[config.mk]
export PLATFORM = sky130hd
export DESIGN_NAME = fifo_loader
export DESIGN_NICKNAME = d
export VERILOG_FILES = /design/src/rtl/fifo_loader_pkg.sv /design/src/rtl/fifo_loader_word_serializer.sv /design/src/rtl/fifo_loader.sv
export SDC_FILE = /design/constraint.sdc
export NUM_CORES = 1
export LEC_CHECK = 0
export CAP_MARGIN = 20
export CELL_PAD_IN_SITES_DETAIL_PLACEMENT = 1
export CELL_PAD_IN_SITES_GLOBAL_PLACEMENT = 2
export CORE_AREA = 2 2 107 109
export CTS_CLUSTER_DIAMETER = 100
export DETAILED_ROUTE_END_ITERATION = 10
export DIE_AREA = 0 0 109 111
export DONT_BUFFER_PORTS = 1
export MAX_ROUTING_LAYER = met4
export PLACE_DENSITY_LB_ADDON = 0.1
export RECOVER_POWER = 25
export SLEW_MARGIN = 20
export SYNTH_ARGS = -nofsm -noshare
export SYNTH_HDL_FRONTEND = slang
export SYNTH_SLANG_ARGS = --single-unit
[constraint.sdc]
create_clock -name clk -period 3.7 [get_ports clk]
set_input_delay 0.185 -clock clk [delete_from_list [all_inputs] [get_ports clk]]
set_output_delay 0.185 -clock clk [all_outputs]
set_load 0.005 [all_outputs]
[src/rtl/fifo_loader_pkg.sv]
`default_nettype none
// ---------------------------------------------------------------------------
// fifo_loader_pkg : shared state encoding and default sizing for fifo_loader
// Revision: 1.0
// ---------------------------------------------------------------------------
package fifo_loader_pkg;

  typedef enum logic [1:0] {
    IDLE  = 2'd0,
    LOAD  = 2'd1,
    DRAIN = 2'd2,
    DONE  = 2'd3
  } state_t;

  localparam int DEF_NUM_FIFO = 8;
  localparam int DEF_DEPTH    = 8;
  localparam int DEF_BITS     = 8;
  localparam int WORD_BITS    = DEF_DEPTH * DEF_BITS;
  localparam int DRAIN_CYCLES = DEF_DEPTH + DEF_NUM_FIFO - 1;

endpackage
`default_nettype wire

[src/rtl/fifo_loader_word_serializer.sv]
`default_nettype none
// ---------------------------------------------------------------------------
// word_serializer : shifts a latched row word out one element per cycle
// Revision: 1.0
// ---------------------------------------------------------------------------
module word_serializer
  import fifo_loader_pkg::*;
#(
  parameter int DEPTH = DEF_DEPTH,
  parameter int BITS  = DEF_BITS
) (
  input  logic                  clk,
  input  logic                  rst,
  input  logic                  load,
  input  logic [DEPTH*BITS-1:0] data,
  output logic                  active,
  output logic [BITS-1:0]       elem,
  output logic                  last
);

  localparam int CNT_W = $clog2(DEPTH + 1);

  logic [DEPTH*BITS-1:0] shreg;
  logic [CNT_W-1:0]      cnt;

  always_ff @(posedge clk) begin
    if (rst) begin
      shreg  <= '0;
      cnt    <= '0;
      active <= 1'b0;
    end else if (load) begin
      shreg  <= data;
      cnt    <= '0;
      active <= 1'b1;
    end else if (active) begin
      shreg <= shreg >> BITS;
      if (last) begin
        cnt    <= '0;
        active <= 1'b0;
      end else begin
        cnt <= cnt + 1'b1;
      end
    end
  end

  // Element 0 sits in the low slot, so it leaves first.
  assign elem = shreg[BITS-1:0];
  assign last = active && (cnt == CNT_W'(DEPTH - 1));

endmodule
`default_nettype wire

[src/rtl/fifo_loader.sv]
`default_nettype none
// ---------------------------------------------------------------------------
// fifo_loader : loads one row word per fifo, then drains with per-lane skew
// Revision: 1.0
// ---------------------------------------------------------------------------
module fifo_loader
  import fifo_loader_pkg::*;
#(
  parameter int NUM_FIFO = DEF_NUM_FIFO,
  parameter int DEPTH    = DEF_DEPTH,
  parameter int BITS     = DEF_BITS
) (
  input  logic                     clk,
  input  logic                     rst,
  input  logic                     start,
  input  logic                     in_valid,
  input  logic [DEPTH*BITS-1:0]    in_data,
  output logic                     in_ready,
  output logic [NUM_FIFO-1:0]      fifo_en,
  output logic [NUM_FIFO*BITS-1:0] fifo_d,
  output logic [NUM_FIFO-1:0]      lane_valid,
  output logic                     busy,
  output logic                     done
);

  localparam int DRAIN_LEN = DEPTH + NUM_FIFO - 1;
  localparam int ROW_W     = (NUM_FIFO > 1) ? $clog2(NUM_FIFO) : 1;
  localparam int DRN_W     = $clog2(DEPTH + NUM_FIFO);

  state_t            state, state_nx;
  logic [ROW_W-1:0]  row;
  logic [DRN_W-1:0]  t;
  logic              ser_load, ser_active, ser_last;
  logic [BITS-1:0]   ser_elem;
  logic              last_row;
  logic              row_done;
  logic [NUM_FIFO-1:0] drain_win;

  word_serializer #(
    .DEPTH (DEPTH),
    .BITS  (BITS)
  ) u_ser (
    .clk    (clk),
    .rst    (rst),
    .load   (ser_load),
    .data   (in_data),
    .active (ser_active),
    .elem   (ser_elem),
    .last   (ser_last)
  );

  assign in_ready = (state == LOAD) && !ser_active;
  assign ser_load = in_ready && in_valid;
  assign last_row = (row == ROW_W'(NUM_FIFO - 1));
  assign row_done = (state == LOAD) && ser_last;
  assign busy     = (state != IDLE);
  assign done     = (state == DONE);

  // Lane i is live for DEPTH drain cycles starting at t = i.
  for (genvar i = 0; i < NUM_FIFO; i++) begin : g_lane
    localparam logic [DRN_W-1:0] HI = DRN_W'(i + DEPTH);
    if (i == 0) begin : g_first
      assign drain_win[i] = (t < HI);
    end else begin : g_rest
      localparam logic [DRN_W-1:0] LO = DRN_W'(i);
      assign drain_win[i] = (t >= LO) && (t < HI);
    end
  end

  always_ff @(posedge clk) begin
    if (rst) begin
      state <= IDLE;
    end else begin
      state <= state_nx;
    end
  end

  always_ff @(posedge clk) begin
    if (rst) begin
      row <= '0;
      t   <= '0;
    end else begin
      case (state)
        LOAD:    if (row_done && !last_row) row <= row + 1'b1;
        DRAIN:   t <= t + 1'b1;
        DONE: begin
          row <= '0;
          t   <= '0;
        end
        default: ;
      endcase
    end
  end

  always_comb begin
    state_nx   = state;
    fifo_en    = '0;
    fifo_d     = '0;
    lane_valid = '0;
    case (state)
      IDLE: if (start) state_nx = LOAD;
      LOAD: begin
        if (row_done && last_row) state_nx = DRAIN;
        if (ser_active) begin
          for (int i = 0; i < NUM_FIFO; i++) begin
            if (row == ROW_W'(i)) begin
              fifo_en[i]             = 1'b1;
              fifo_d[i*BITS +: BITS] = ser_elem;
            end
          end
        end
      end
      DRAIN: begin
        // fifo_d stays zero so the bank is empty once the drain completes.
        fifo_en    = drain_win;
        lane_valid = drain_win;
        if (t == DRN_W'(DRAIN_LEN - 1)) state_nx = DONE;
      end
      DONE:    state_nx = IDLE;
      default: state_nx = IDLE;
    endcase
  end

endmodule
`default_nettype wire

==> metrics.md <==
| Metric | Value |
|---|---|
| GPL Wtd Cong | `0.823` |
| FP Rows | `39` |
| Setup crit end | `u_ser.shreg[57]$_SDFFE_PP0P_` |
| Complex-gate fraction of the synthesized area | `0.229` |
| Final worst slack | `1.15 ns` |
| Critical path class | `reg2reg` |
| Syn_nets | `584` |
| Static leakage | `1.54 nW` |
| CTS sink count | `78` |
| Fmax | `392 MHz` |
| All-Layer GR Usage | `0.203` |
| Port bufs | `0` |
| CTS Buf Count | `9` |
| Pwr per Cell Area | `594 mW/mm^2` |
| First-pass detailed-route iteration total | `4` |
| Mux share of post-synthesis cell area | `0.0101` |
| Slew Limit Fails | `0` |
| Clk root buf | `clkbuf_16` |
| Critical R2R Capture | `u_ser.shreg[57]$_SDFFE_PP0P_` |
| Final hold slack | `0.00941 ns` |
| Worst Max-Slew Pin Slew | `0.987 ns` |
| R2r setup slk | `1.15 ns` |
| Unrepaired setup endpoints after global routing | `false` |
| Yosys cell types | `36` |
| Setup TNS | `0 ns` |
| Core ar. | `0.0111 mm^2` |
| Register area share after synthesis | `0.384` |
| FF-to-FF Start | `state[1]$_SDFFE_PP0P_` |
| Status | `complete, no violations` |
| Die area | `0.0121 mm^2` |
| Nets | `566` |
| CP Capture Type | `register` |
| Congestion Overflow GR | `0` |
| Final Cell Area | `0.00445 mm^2` |
| Final Hold Viols | `0` |
| CTS tree | `built` |
| Routed wire length | `12.0 mm` |
| Commonest non-fill, non-tap cell in the layout | `dfxtp_1` |
| CP Launch Point | `state[1]$_SDFFE_PP0P_` |
| DPL Wire Length | `8.29 mm` |
| XOR/XNOR Fraction of Synth Area | `0.00861` |
| Number of remaining DRC errors | `0` |
| # diodes | `0` |
| Synth Register Bits | `78` |
| Initial Util | `0.367` |
| Arr. time, crit path | `2.76 ns` |
| Vias per Instance | `5.56` |
| R2R cell count | `7` |
| # IOs | `151` |
| Post-DRT Antenna Nets | `0` |
| Yosys warns | `0` |
| Layout cell share with drive strength beyond 1 | `0.0393` |
| Worst vdd rail ir drop | `264 uV` |
| Layout area overhead | `9.38%` |
| Worst Path Max Fanout | `47` |
| Post-synthesis simple-gate area fraction | `0.243` |
| Starting DRT DRC Count | `158` |
| Vias in the first global route | `3513` |
| First-pass GRT wire length | `18.5 mm` |
| Antenna violations before repair | `0` |
| Clock latency on the worst-skew pair | `0.33 ns` |
| Clock transition at path regs | `0.05 ns` |
| H-tree depth | `3` |
| Die H | `111 um` |
| Worst setup SP type | `register` |
| Critical Path RT | `3.91 ns` |
| Largest family of logic cells by synthesized area | `simple AND/OR/NAND/NOR gates` |
| Wire length per cell | `19.2 um` |
| Cell count after synthesis | `496` |
| Final min period | `2.55 ns` |
| CTS Buffer Depth | `2` |
| Post-Synth Adder-Cell Area | `0.0615` |
| DP Area | `0.00406 mm^2` |
| Number of cells upsized or downsized after cts | `0` |
| Largest net degree at the start of global routing | `81` |
| Maxcap violations | `0` |
| Most frequent cells in the layout | `78 x dfxtp_1, 69 x nand2_1, 68 x a21oi_1, 57 x a22oi_1, 52 x and2_1` |
| Final period util | `0.690` |
| Max-slew headroom | `0.342` |
| Via count | `3478` |
| Die X | `109 um` |
| Skew final | `0.00606 ns` |
| Post-Syn Area per Cell | `8.20 um^2` |
| Synth Cell Area | `0.00407 mm^2` |
| Worst Hold Class | `in2reg` |
| Pre-CTS WS | `1.16 ns` |
| Final setup viols | `0` |
[layer usage]
metal,vias up,wire [um],track usage
met5,-,0,-
met3,15,844,0.0570
met2,126,6080,0.356
met1,1659,4900,0.216
li1,1678,-,-
met4,0,206,0.0692
[cells by family (layout without fill, tap and decap cells)]
kind of cell               after synthesis  after routing
DFF                                     78             78
muxes                                    4              4
buffers and inverters                   51             38
AOI/OAI and AO/OA                      147            147
adders and majority gates               20             20
and+or+nand+nor                        192            192
xor gates and xnor gates                 4              4
[state kept, by name, indices dropped and copies added (netlist names)]
register / cells
u_ser.cnt: 4
row: 3
state: 2
u_ser.active: 1
t: 4
u_ser.shreg: 64
[critical path: stages, from the launching register on]
cell	delay, ns
dfxtp_1	0.34
inv_1	0.09
ha_1	0.32
and3b_2	0.91
buf_4	0.48
nor3b_1	0.09
a21oi_1	0.15
nor2_1	0.05
[synthesized netlist by cell type, drive strengths merged]
cell | n | share of area
ha | 20 | 0.062
nand2b | 3 | 0.0046
and2 | 66 | 0.10
a211oi | 3 | 0.0055
nor4 | 1 | 0.0015
nand3b | 1 | 0.0018
nor3 | 7 | 0.0086
a21oi | 68 | 0.084
clkbuf | 16 | 0.015
mux2 | 1 | 0.0028
o21a | 9 | 0.017
inv | 14 | 0.013
buf | 21 | 0.037
and3b | 1 | 0.0022
and3 | 2 | 0.0031
xnor2 | 3 | 0.0065
o21ai | 4 | 0.0049
a22oi | 57 | 0.11
xor2 | 1 | 0.0022
nor2b | 5 | 0.0077
nand2 | 69 | 0.064
or3 | 1 | 0.0015
o32a | 1 | 0.0025
nor2 | 25 | 0.027
dfxtp | 78 | 0.38
o211a | 1 | 0.0025
a221oi | 2 | 0.0043
nand4 | 2 | 0.0031
nor3b | 9 | 0.017
o41ai | 1 | 0.0022
mux2i | 3 | 0.0074
a31oi | 1 | 0.0015
[area by class of cell]
class | instances | area [um^2]
inverter | 14 | 52.6
multi-input combinational | 367 | 2250
clock buffer | 13 | 250
timing repair buffer | 8 | 92.6
fill | 1334 | 6630
tap | 143 | 179
sequential | 78 | 1560
clock inverter | 3 | 67.6
[worst min-delay path by stage]
stage	to	depth (start not counted)	slack [ns]	from
after floorplan	u_ser.shreg[56]$_SDFFE_PP0P_	2	0.33	in_data[56]
after global placement	u_ser.shreg[13]$_SDFFE_PP0P_	1	0.26	rst
after detailed placement	u_ser.shreg[5]$_SDFFE_PP0P_	1	0.26	rst
after global routing	u_ser.shreg[56]$_SDFFE_PP0P_	2	0.02	in_data[56]
final	u_ser.shreg[56]$_SDFFE_PP0P_	2	0.009	in_data[56]
after CTS	u_ser.shreg[56]$_SDFFE_PP0P_	2	0.003	in_data[56]
[power breakdown]
| part | total (mW) | internal (mW) | switching (mW) |
|---|---|---|---|
| combinational | 0.642 | 0.210 | 0.432 |
| sequential | 1.06 | 0.960 | 0.100 |
| clock | 0.941 | 0.610 | 0.332 |
[what timing repair did]
action,CTS,global route
setup buffers,0,0
hold endpoints to repair,76,0
hold buffers,6,0
[metrics by stage]
stage,power (mW),instances,util
finish,2.64,626,0.402
global route,2.81,626,0.402
CTS,2.68,626,0.402
detailed placement,1.71,604,0.366
global placement,1.68,604,0.366
floorplan,1.61,496,-
(Power assumes the default switching activity.)
